File: src/rtl/mult_div_pkg.sv
// rtl/mult_div_pkg.sv - shared types and constants for the iterative multiply/divide unit
//   st_e       : FSM states (IDLE, MUL, DIV, DONE)
//   op_e       : operation latched by the datapath core (OP_MUL, OP_DIV)
//   DEF_WIDTH  : default operand/result width
//   CNT_W      : iteration counter width for DEF_WIDTH
package mult_div_pkg;

   localparam int DEF_WIDTH = 32;
   localparam int CNT_W     = $clog2(DEF_WIDTH + 1);

   typedef enum logic [1:0] {
      IDLE = 2'd0,
      MUL  = 2'd1,
      DIV  = 2'd2,
      DONE = 2'd3
   } st_e;

   typedef enum logic {
      OP_MUL = 1'b0,
      OP_DIV = 1'b1
   } op_e;

endpackage

File: src/rtl/mult_div_core.sv
// rtl/mult_div_core.sv - per-iteration unsigned shift-add / restoring-divide datapath
//   clk   in   rising-edge clock
//   clr   in   asynchronous active-high reset
//   load  in   capture operands and operation, clear the accumulator high half
//   step  in   perform one iteration (one product or quotient bit)
//   op    in   operation captured on load
//   abs_a in   |A| (multiplicand / dividend)
//   abs_b in   |B| (multiplier / divisor)
//   acc   out  2*WIDTH accumulator: product, or {remainder, quotient}
module mult_div_core
   import mult_div_pkg::*;
#(
   parameter int WIDTH = DEF_WIDTH
) (
   input  logic               clk,
   input  logic               clr,
   input  logic               load,
   input  logic               step,
   input  op_e                op,
   input  logic [WIDTH-1:0]   abs_a,
   input  logic [WIDTH-1:0]   abs_b,
   output logic [2*WIDTH-1:0] acc
);

   logic [WIDTH-1:0]   m;        // multiplicand or divisor
   op_e                op_q;
   logic [WIDTH:0]     sum;
   logic [WIDTH:0]     rem_sh;
   logic [WIDTH:0]     diff;
   logic [2*WIDTH-1:0] acc_step;

   always_comb begin
      // Multiply: low half holds the multiplier, consumed LSB first while the
      // partial sum (with carry) shifts down into the vacated bits.
      sum    = {1'b0, acc[2*WIDTH-1:WIDTH]} + (acc[0] ? {1'b0, m} : '0);
      // Divide: remainder shifted left with the next dividend bit appended.
      rem_sh = {acc[2*WIDTH-1:WIDTH], acc[WIDTH-1]};
      diff   = rem_sh - {1'b0, m};
      if (op_q == OP_MUL)
         acc_step = {sum, acc[WIDTH-1:1]};
      else if (!diff[WIDTH])
         acc_step = {diff[WIDTH-1:0], acc[WIDTH-2:0], 1'b1};
      else
         // Restore: a borrow means the shifted remainder was below the
         // divisor, so bit WIDTH of rem_sh is known to be zero here.
         acc_step = {rem_sh[WIDTH-1:0], acc[WIDTH-2:0], 1'b0};
   end

   always_ff @(posedge clk or posedge clr) begin
      if (clr) begin
         m    <= '0;
         op_q <= OP_MUL;
         acc  <= '0;
      end else if (load) begin
         op_q <= op;
         if (op == OP_MUL) begin
            m   <= abs_a;
            acc <= {{WIDTH{1'b0}}, abs_b};
         end else begin
            m   <= abs_b;
            acc <= {{WIDTH{1'b0}}, abs_a};
         end
      end else if (step) begin
         acc <= acc_step;
      end
   end

endmodule

File: src/rtl/mult_div_unit.sv
// rtl/mult_div_unit.sv - iterative signed multiply/divide unit with one-cycle ready strobe
//   clk            in   rising-edge clock
//   clr            in   asynchronous active-high reset
//   data_operandA  in   signed dividend / multiplicand, sampled on the start edge
//   data_operandB  in   signed divisor / multiplier, sampled on the start edge
//   ctrl_MULT      in   start signed multiply (wins over ctrl_DIV)
//   ctrl_DIV       in   start signed divide
//   data_result    out  low WIDTH bits of product, or truncated quotient
//   data_exception out  overflow or divide-by-zero
//   data_resultRDY out  one-cycle strobe, result/exception valid
// Optional: MULT_DIV_EARLY_DIV0_EN finishes a divide by zero one cycle after start.
module mult_div_unit
   import mult_div_pkg::*;
#(
   parameter int WIDTH = DEF_WIDTH
) (
   input  logic             clk,
   input  logic             clr,
   input  logic [WIDTH-1:0] data_operandA,
   input  logic [WIDTH-1:0] data_operandB,
   input  logic             ctrl_MULT,
   input  logic             ctrl_DIV,
   output logic [WIDTH-1:0] data_result,
   output logic             data_exception,
   output logic             data_resultRDY
);

   localparam int CW = $clog2(WIDTH + 1);

   st_e                state, state_n;
   logic [CW-1:0]      cnt, cnt_n;
   logic               sign_q, div0_q;
   logic               load, step, fin, div_done;
   logic [WIDTH-1:0]   abs_a, abs_b;
   logic [2*WIDTH-1:0] acc, prod_s;
   logic [WIDTH-1:0]   quo, quo_s, fin_res;
   logic               mul_exc, fin_exc;
   op_e                op_start;

   assign abs_a    = data_operandA[WIDTH-1] ? -data_operandA : data_operandA;
   assign abs_b    = data_operandB[WIDTH-1] ? -data_operandB : data_operandB;
   assign op_start = ctrl_MULT ? OP_MUL : OP_DIV;

`ifdef MULT_DIV_EARLY_DIV0_EN
   assign div_done = (cnt == '0) || div0_q;
`else
   assign div_done = (cnt == '0);
`endif

   mult_div_core #(.WIDTH(WIDTH)) u_core (
      .clk   (clk),
      .clr   (clr),
      .load  (load),
      .step  (step),
      .op    (op_start),
      .abs_a (abs_a),
      .abs_b (abs_b),
      .acc   (acc)
   );

   always_ff @(posedge clk or posedge clr) begin
      if (clr) state <= IDLE;
      else     state <= state_n;
   end

   always_comb begin
      state_n = state;
      cnt_n   = cnt;
      load    = 1'b0;
      step    = 1'b0;
      fin     = 1'b0;
      if (ctrl_MULT || ctrl_DIV) begin
         // A new start abandons whatever is in flight.
         load    = 1'b1;
         cnt_n   = CW'(WIDTH);
         state_n = ctrl_MULT ? MUL : DIV;
      end else begin
         case (state)
            MUL: begin
               if (cnt == '0) begin
                  fin     = 1'b1;
                  state_n = DONE;
               end else begin
                  step  = 1'b1;
                  cnt_n = cnt - CW'(1);
               end
            end
            DIV: begin
               if (div_done) begin
                  fin     = 1'b1;
                  state_n = DONE;
               end else begin
                  step  = 1'b1;
                  cnt_n = cnt - CW'(1);
               end
            end
            DONE:    state_n = IDLE;
            default: state_n = IDLE;
         endcase
      end
   end

   // Sign fix-up and exception detection on the finished accumulator.
   always_comb begin
      prod_s  = sign_q ? -acc : acc;
      // Product fits in WIDTH signed bits only if the top WIDTH+1 bits agree.
      mul_exc = !((&prod_s[2*WIDTH-1:WIDTH-1]) || !(|prod_s[2*WIDTH-1:WIDTH-1]));
      quo     = acc[WIDTH-1:0];
      quo_s   = sign_q ? -quo : quo;
      if (state == MUL) begin
         fin_res = prod_s[WIDTH-1:0];
         fin_exc = mul_exc;
      end else if (div0_q) begin
         fin_res = '0;
         fin_exc = 1'b1;
      end else begin
         fin_res = quo_s;
         // Only MIN / -1 yields a positive quotient of 2^(WIDTH-1).
         fin_exc = !sign_q && quo[WIDTH-1];
      end
   end

   always_ff @(posedge clk or posedge clr) begin
      if (clr) begin
         cnt            <= '0;
         sign_q         <= 1'b0;
         div0_q         <= 1'b0;
         data_result    <= '0;
         data_exception <= 1'b0;
         data_resultRDY <= 1'b0;
      end else begin
         cnt            <= cnt_n;
         data_resultRDY <= fin;
         if (load) begin
            sign_q <= data_operandA[WIDTH-1] ^ data_operandB[WIDTH-1];
            div0_q <= (data_operandB == '0);
         end
         if (fin) begin
            data_result    <= fin_res;
            data_exception <= fin_exc;
         end
      end
   end

endmodule

File: config.mk
export PLATFORM = sky130hd
export DESIGN_NAME = mult_div_unit
export DESIGN_NICKNAME = d
export VERILOG_FILES = /design/src/rtl/mult_div_pkg.sv /design/src/rtl/mult_div_core.sv /design/src/rtl/mult_div_unit.sv
export SDC_FILE = /design/constraint.sdc
export NUM_CORES = 1
export LEC_CHECK = 0
export CAP_MARGIN = 20
export CORE_AREA = 2 2 164 166
export CTS_CLUSTER_DIAMETER = 40
export DETAILED_ROUTE_END_ITERATION = 8
export DIE_AREA = 0 0 166 168
export HOLD_SLACK_MARGIN = 0.08
export PLACE_DENSITY_LB_ADDON = 0.25
export RECOVER_POWER = 100
export SYNTH_ARGS = -nofsm -noshare
export SYNTH_HDL_FRONTEND = slang
export SYNTH_HIERARCHICAL = 1
export SYNTH_SLANG_ARGS = --single-unit
File: constraint.sdc
create_clock -name clk -period 5.5 [get_ports clk]
set_input_delay 1.1 -clock clk [delete_from_list [all_inputs] [get_ports clk]]
set_output_delay 1.1 -clock clk [all_outputs]
set_load 0.05 [all_outputs]
After elaboration in Yosys (flattened, before gate mapping)
Index checks and enable logic that the tools add are counted.

Muxes and demuxes: 30. Add/sub/neg operators: 7. Reduce and logical (&&, ||, !) cells: 14. Bitwise logic cells: 1. Eq/ne operators: 4.

Operator list (number): 64-bit two-way mux (5); 32-bit two-way mux (8); 32-bit negator (3); 64-bit negator (1); 32-bit by 33-bit adder with 33-bit output (1); 33-bit AND reduction (1); 33-bit OR reduction (1); 33-bit by 32-bit subtractor with 33-bit output (1); 32-bit logical NOT (1); 6-bit two-way mux (3); 1-bit two-way mux (10); 2-bit two-way mux (4); 6-bit logical NOT (1); 6-bit by 1-bit subtractor with 6-bit output (second input constant) (1); 2-bit nonzero test (2); 1-bit logical NOT (3); 3-bit by 1-bit != test with 1-bit output (second input constant) (1); 2-bit by 1-bit equality test with 1-bit output (second input constant) (1); 2-bit equality test (second input constant) (1); 1-bit logical OR (2); 2-bit by 1-bit != test with 1-bit output (second input constant) (1); 2-bit AND reduction (1); 2-bit OR reduction (1); 1-bit logical AND (1); 1-bit XOR (1).

Word-level logic and storage cells: 66. Output and inout bits: 34. Register bits: 141. Input bits: 68.

Logic depth before layout (Yosys ltp)
Depth after elaboration: 7. Depth in mapped cells: 14. Gate-level depth less buffers: 13.

Modules after synthesis
Netlist, hierarchy kept.

By module, submodules not included: mult_div_core (seq. area each 2427.3 um^2, area an instance 9088.7 um^2, times used 1, cells an instance 1088); mult_div_unit (seq. area each 1101.1 um^2, area an instance 5028.6 um^2, times used 1, cells an instance 657).

Worst setup path before layout
Ideal clock, no wire load.

Path type: input-to-reg. Start: input data_operandA[0]. End: register u_core.acc[29]. Path slack: 1.297 ns. Setup time: 0.077 ns. Buffers on the path: 0. Required time: 5.423 ns. Data arrival time: 4.126 ns. Stages: 11. Cell sequence: or2_1 > or4_1 > or2_1 > or3_4 > or4_4 > or3_4 > or4_4 > o41ai_2 > xnor2_1 > mux2i_1 > a21oi_1.

Longest elaborated chain between the ends: 4.

RTL lines: from (decl) (RTL line mult_div_unit.sv:19) `input logic [WIDTH-1:0] data_operandA,`; 32-bit negator (RTL line mult_div_unit.sv:40) `assign abs_a = data_operandA[WIDTH-1] ? -data_operandA : data_operandA;`; 32-bit two-way mux (RTL line mult_div_unit.sv:40); via abs_a[29] (RTL line mult_div_unit.sv:34) `logic [WIDTH-1:0] abs_a, abs_b;`; 32-bit two-way mux (RTL line mult_div_core.sv:56) `if (op == OP_MUL) begin`; 64-bit two-way mux (RTL line mult_div_core.sv:54) `end else if (load) begin`; to (signal assigned) (RTL line mult_div_core.sv:58) `acc <= {{WIDTH{1'b0}}, abs_b};`; to (signal assigned) (RTL line mult_div_core.sv:61) `acc <= {{WIDTH{1'b0}}, abs_a};`; to (signal assigned) (RTL line mult_div_core.sv:64) `acc <= acc_step;`; to (decl) (RTL line mult_div_core.sv:22) `output logic [2*WIDTH-1:0] acc`.

The timed path passes the listed nets, and every way through them passes these cells. A chain may end at the register's enable or synchronous reset.

Worst setup path after layout
Start: input ctrl_MULT. End: register u_core.acc[58].

Longest elaborated chain between the ends: 3. Elaborated cells between the ends (all ways): 5. Classes of those cells: 3 x mux; 2 x reduce/logical.

RTL lines: from (decl) (RTL line mult_div_unit.sv:21) `input logic ctrl_MULT,`; 1-bit logical OR (*) (RTL line mult_div_unit.sv:72) `if (ctrl_MULT || ctrl_DIV) begin`; 1-bit two-way mux (*) (RTL line mult_div_unit.sv:72); via load (RTL line mult_div_unit.sv:33) `logic load, step, fin, div_done;`; 64-bit two-way mux or 2-bit nonzero test (tied branches).

The timed path passes the listed nets; every way through them passes the cells marked *.

==> summary.txt <==
STA
  – Final hold violation count: 0
  – Setup Total Neg Slack: 0 ns
  – Hold_ws: 0.469 ns
  – Part of the cycle the worst path needs: 88.3%
  – Max-slew violations: 275
  – F_max: 0.206 GHz
  – Max Clock Skew: 0.0143 ns
  – RSZ-0062 raised after global routing: no
  – Minimum clock period: 4.86 ns
  – Actual slew at the worst max-slew pin: 3.03 ns
  – Max-slew headroom: -102%
  – Setup Viol. Count Final: 0

Cells and area
  – Total area of sequential cells: 3530 um2
  – Nets: 1928
  – Footprint of the multi-input gates: 9890 um2
  – Post-route cell area: 15900 um2
  – Ratio of cells with drive above 1 in the final layout: 5.50%
  – # fillers: 2412
  – Most frequent cells in the layout: dfrtp_1, nor2_1, nand2_1
  – Final non-filler cell total: 2143
  – Most common cell after layout, fill and taps aside: dfrtp_1
  – Synthesis-to-layout area growth: 12.9%

Route
  – DRT Pass-1 Iters: 6
  – Residual DRC: 0
  – WL/cell: 21.7 um
  – DR iter-0 viols: 1349
  – Via/cell ratio: 6.56
  – Post-DRT Antenna Nets: 0
  – Vias: 14.1k
  – Final wirelength: 46.4 mm

Setup path
  – Critical Path RT: 5.83 ns
  – Buf+Inv Stages, Crit Path: 4
  – Slowest stage delay, CP: 0.95 ns
  – Worst-path cell chain: dlygate4sd3_1 > nor2_1 > clkinvlp_2 > clkbuf_2 > inv_1 > nand2_1 > o21ai_1
  – Kind of critical path: input pin to register
  – Critical Path Sink Type: register
  – Top delay family on crit path: buffers and inverters
  – CP arrival: 5.19 ns
  – Worst Path Max Fanout: 80
  – CP max-delay cell: clkbuf_2
  – Setup crit start kind: input pin

Status
  – Run status: finished, violations left
  – Failing checks: capacitance limit, slew limit

Die
  – # IOs: 102
  – Row count: 60
  – Core ar.: 26400 um2
  – DIE WIDTH: 166 um
  – Initial Util: 53.6%
  – Die height: 168 um
  – Die area: 27900 um2

Place
  – DP HPWL: 34.5 mm
  – Placed insts: 2108
  – Placed cell area: 15300 um2
  – Port bufs: 101
  – Final Wtd Congestion: 0.975

Clock network
  – Clock latency on the worst-skew pair: 0.44 ns
  – CTS clk-pin slew, worst paths: 0.07 ns
  – Resize count post-CTS: 0
  – Post-CTS setup buffers: 0
  – Num CTS Buffers: 17
  – # hold bufs at CTS: 0
  – H-tree levels: 4
  – Clock Tree Buf Depth: 2
  – # clock sinks: 141
  – Clk Tree Root Cell: clkbuf_16
  – CTS tree: yes

Logic synthesis
  – Post-synthesis mux area share: 8.02%
  – Mapped Area: 14100 um2
  – Cells after synthesis: 1745
  – Complex-gate fraction of the synthesized area: 25.1%
  – Largest family of logic cells by synthesized area: compound AO/OA/AOI/OAI gates
  – Seq/Total Area, Yosys: 25.0%
  – Fraction of the mapped netlist area in adder cells: 6.49%
  – Number of flops mapped to enable cells by yosys: 0
  – Synth Flop Type: dfrtp_1
  – Synthesized net count: 1885
  – Flops & latches, synth: 141
  – Async S/R FF share, synth: 100%
  – Synth Warn #: 6
  – Syn Area/Cell: 8.09 um2
  – Post-synth cell types: 90
  – XOR/XNOR Fraction of Synth Area: 10.7%
  – Post-Synth Simple-Gate Area: 19.7%

Worst hold path
  – Worst Hold Class: register to register

Global route
  – Congestion Overflow GR: 0
  – Vias in the first global route: 13.1k
  – Largest net degree at the start of global routing: 81
  – Total GRT Usage: 32.3%
  – Initial antenna violation count: 0
  – First-pass GRT wire length: 72.1 mm

Power
  – Peak supply drop: 0.340 mV
  – Static leakage: 0.00705 uW
  – PD cells: 282 nW/um2

Run
  – Max_cap viols: 5
-- routing by layer --
metal,up-vias,GRT usage [%],share of wire [%]
li1,6514,-,-
met1,6767,44.0,43
met2,668,51.5,45
met3,115,4.00,7.5
met4,0,15.0,4.5
met5,-,0,0
-- flip-flops by register name (all words and copies together), names as in the netlist --
signal,cells
u_core/m,32
div0_q,1
state,2
sign_q,1
u_core/acc,64
data_result,32
data_exception,1
data_resultRDY,1
u_core/op_q,1
cnt,6
-- cell families after synthesis --
| family | Yosys count |
|---|---|
| xor+xnor | 172 |
| flops | 141 |
| simple gates | 536 |
| buf+inv | 180 |
| mux | 113 |
| fa+ha+maj | 72 |
| compound gates | 531 |
-- layout make-up --
type	count	area share, %
Clock buffer	18	2.76
Clock inverter	14	1.05
Inverter	82	1.95
Multi-Input combinational cell	1424	62.0
Timing Repair Buffer	122	7.35
Sequential cell	141	22.2
Tap cell	341	2.68
Antenna cell	1	0.0157
-- Yosys cell counts, types with 6 or more instances --
library cell / instances / area (um2)
nand4_1: 21 / 131
o221ai_1: 8 / 70.1
a21boi_0: 7 / 52.6
a311oi_1: 6 / 52.6
a21o_1: 43 / 323
xnor2_1: 91 / 797
or4_1: 26 / 195
and4_1: 7 / 61.3
o21a_1: 13 / 97.6
o211ai_1: 15 / 113
a22oi_1: 8 / 60.1
nand2b_1: 15 / 93.8
dfrtp_1: 141 / 3530
or2_2: 8 / 50.1
a31oi_1: 10 / 62.6
clkbuf_1: 79 / 297
mux2i_1: 112 / 1120
o31ai_1: 35 / 263
nor2_1: 139 / 522
nand3_1: 27 / 135
and2_1: 33 / 206
o22ai_1: 6 / 37.5
or3_1: 17 / 106
nand2_1: 132 / 495
ha_1: 70 / 876
nor2b_1: 11 / 68.8
nor3_1: 38 / 190
xor2_1: 81 / 709
o21ai_1: 22 / 110
o41ai_1: 17 / 149
inv_1: 80 / 300
buf_1: 10 / 37.5
o21ai_0: 99 / 495
a211oi_1: 46 / 345
nor4_1: 21 / 131
a21oi_1: 129 / 646
and3_1: 11 / 68.8
a211o_1: 6 / 52.6
-- final timing paths --
check	start	cells past startpoint	slack (ns)	end
worst max-delay path	ctrl_MULT	7	0.64	u_core/acc[58]
worst min-delay path	data_result[31]	1	0.47	data_result[31]
worst max register to register	u_core/acc[31]	12	0.69	u_core/acc[60]
worst min register to register	data_result[31]	1	0.47	data_result[31]
max in group asynchronous	clr	3	1.25	u_core/m[17]
min in group asynchronous	clr	3	1.97	data_result[14]
-- stage by stage --
stage	power (uW)	utilization, %	setup WS, ns
detailed placement	3300	58.1	0.627
floorplan	2680	-	1.30
global placement	3260	58.1	0.671
CTS	4520	60.4	1.07
global route	4700	60.5	0.432
finish	4500	60.5	0.645
-- power breakdown --
part	leakage, uW	internal [uW]	switching (uW)	total (uW)
combinational	0.00501	635	1140	1780
sequential	0.00175	1230	252	1480
clock	0.000296	664	570	1230
total	0.00705	2530	1970	4500
Note: power is estimated with default switching activity, not from simulation.
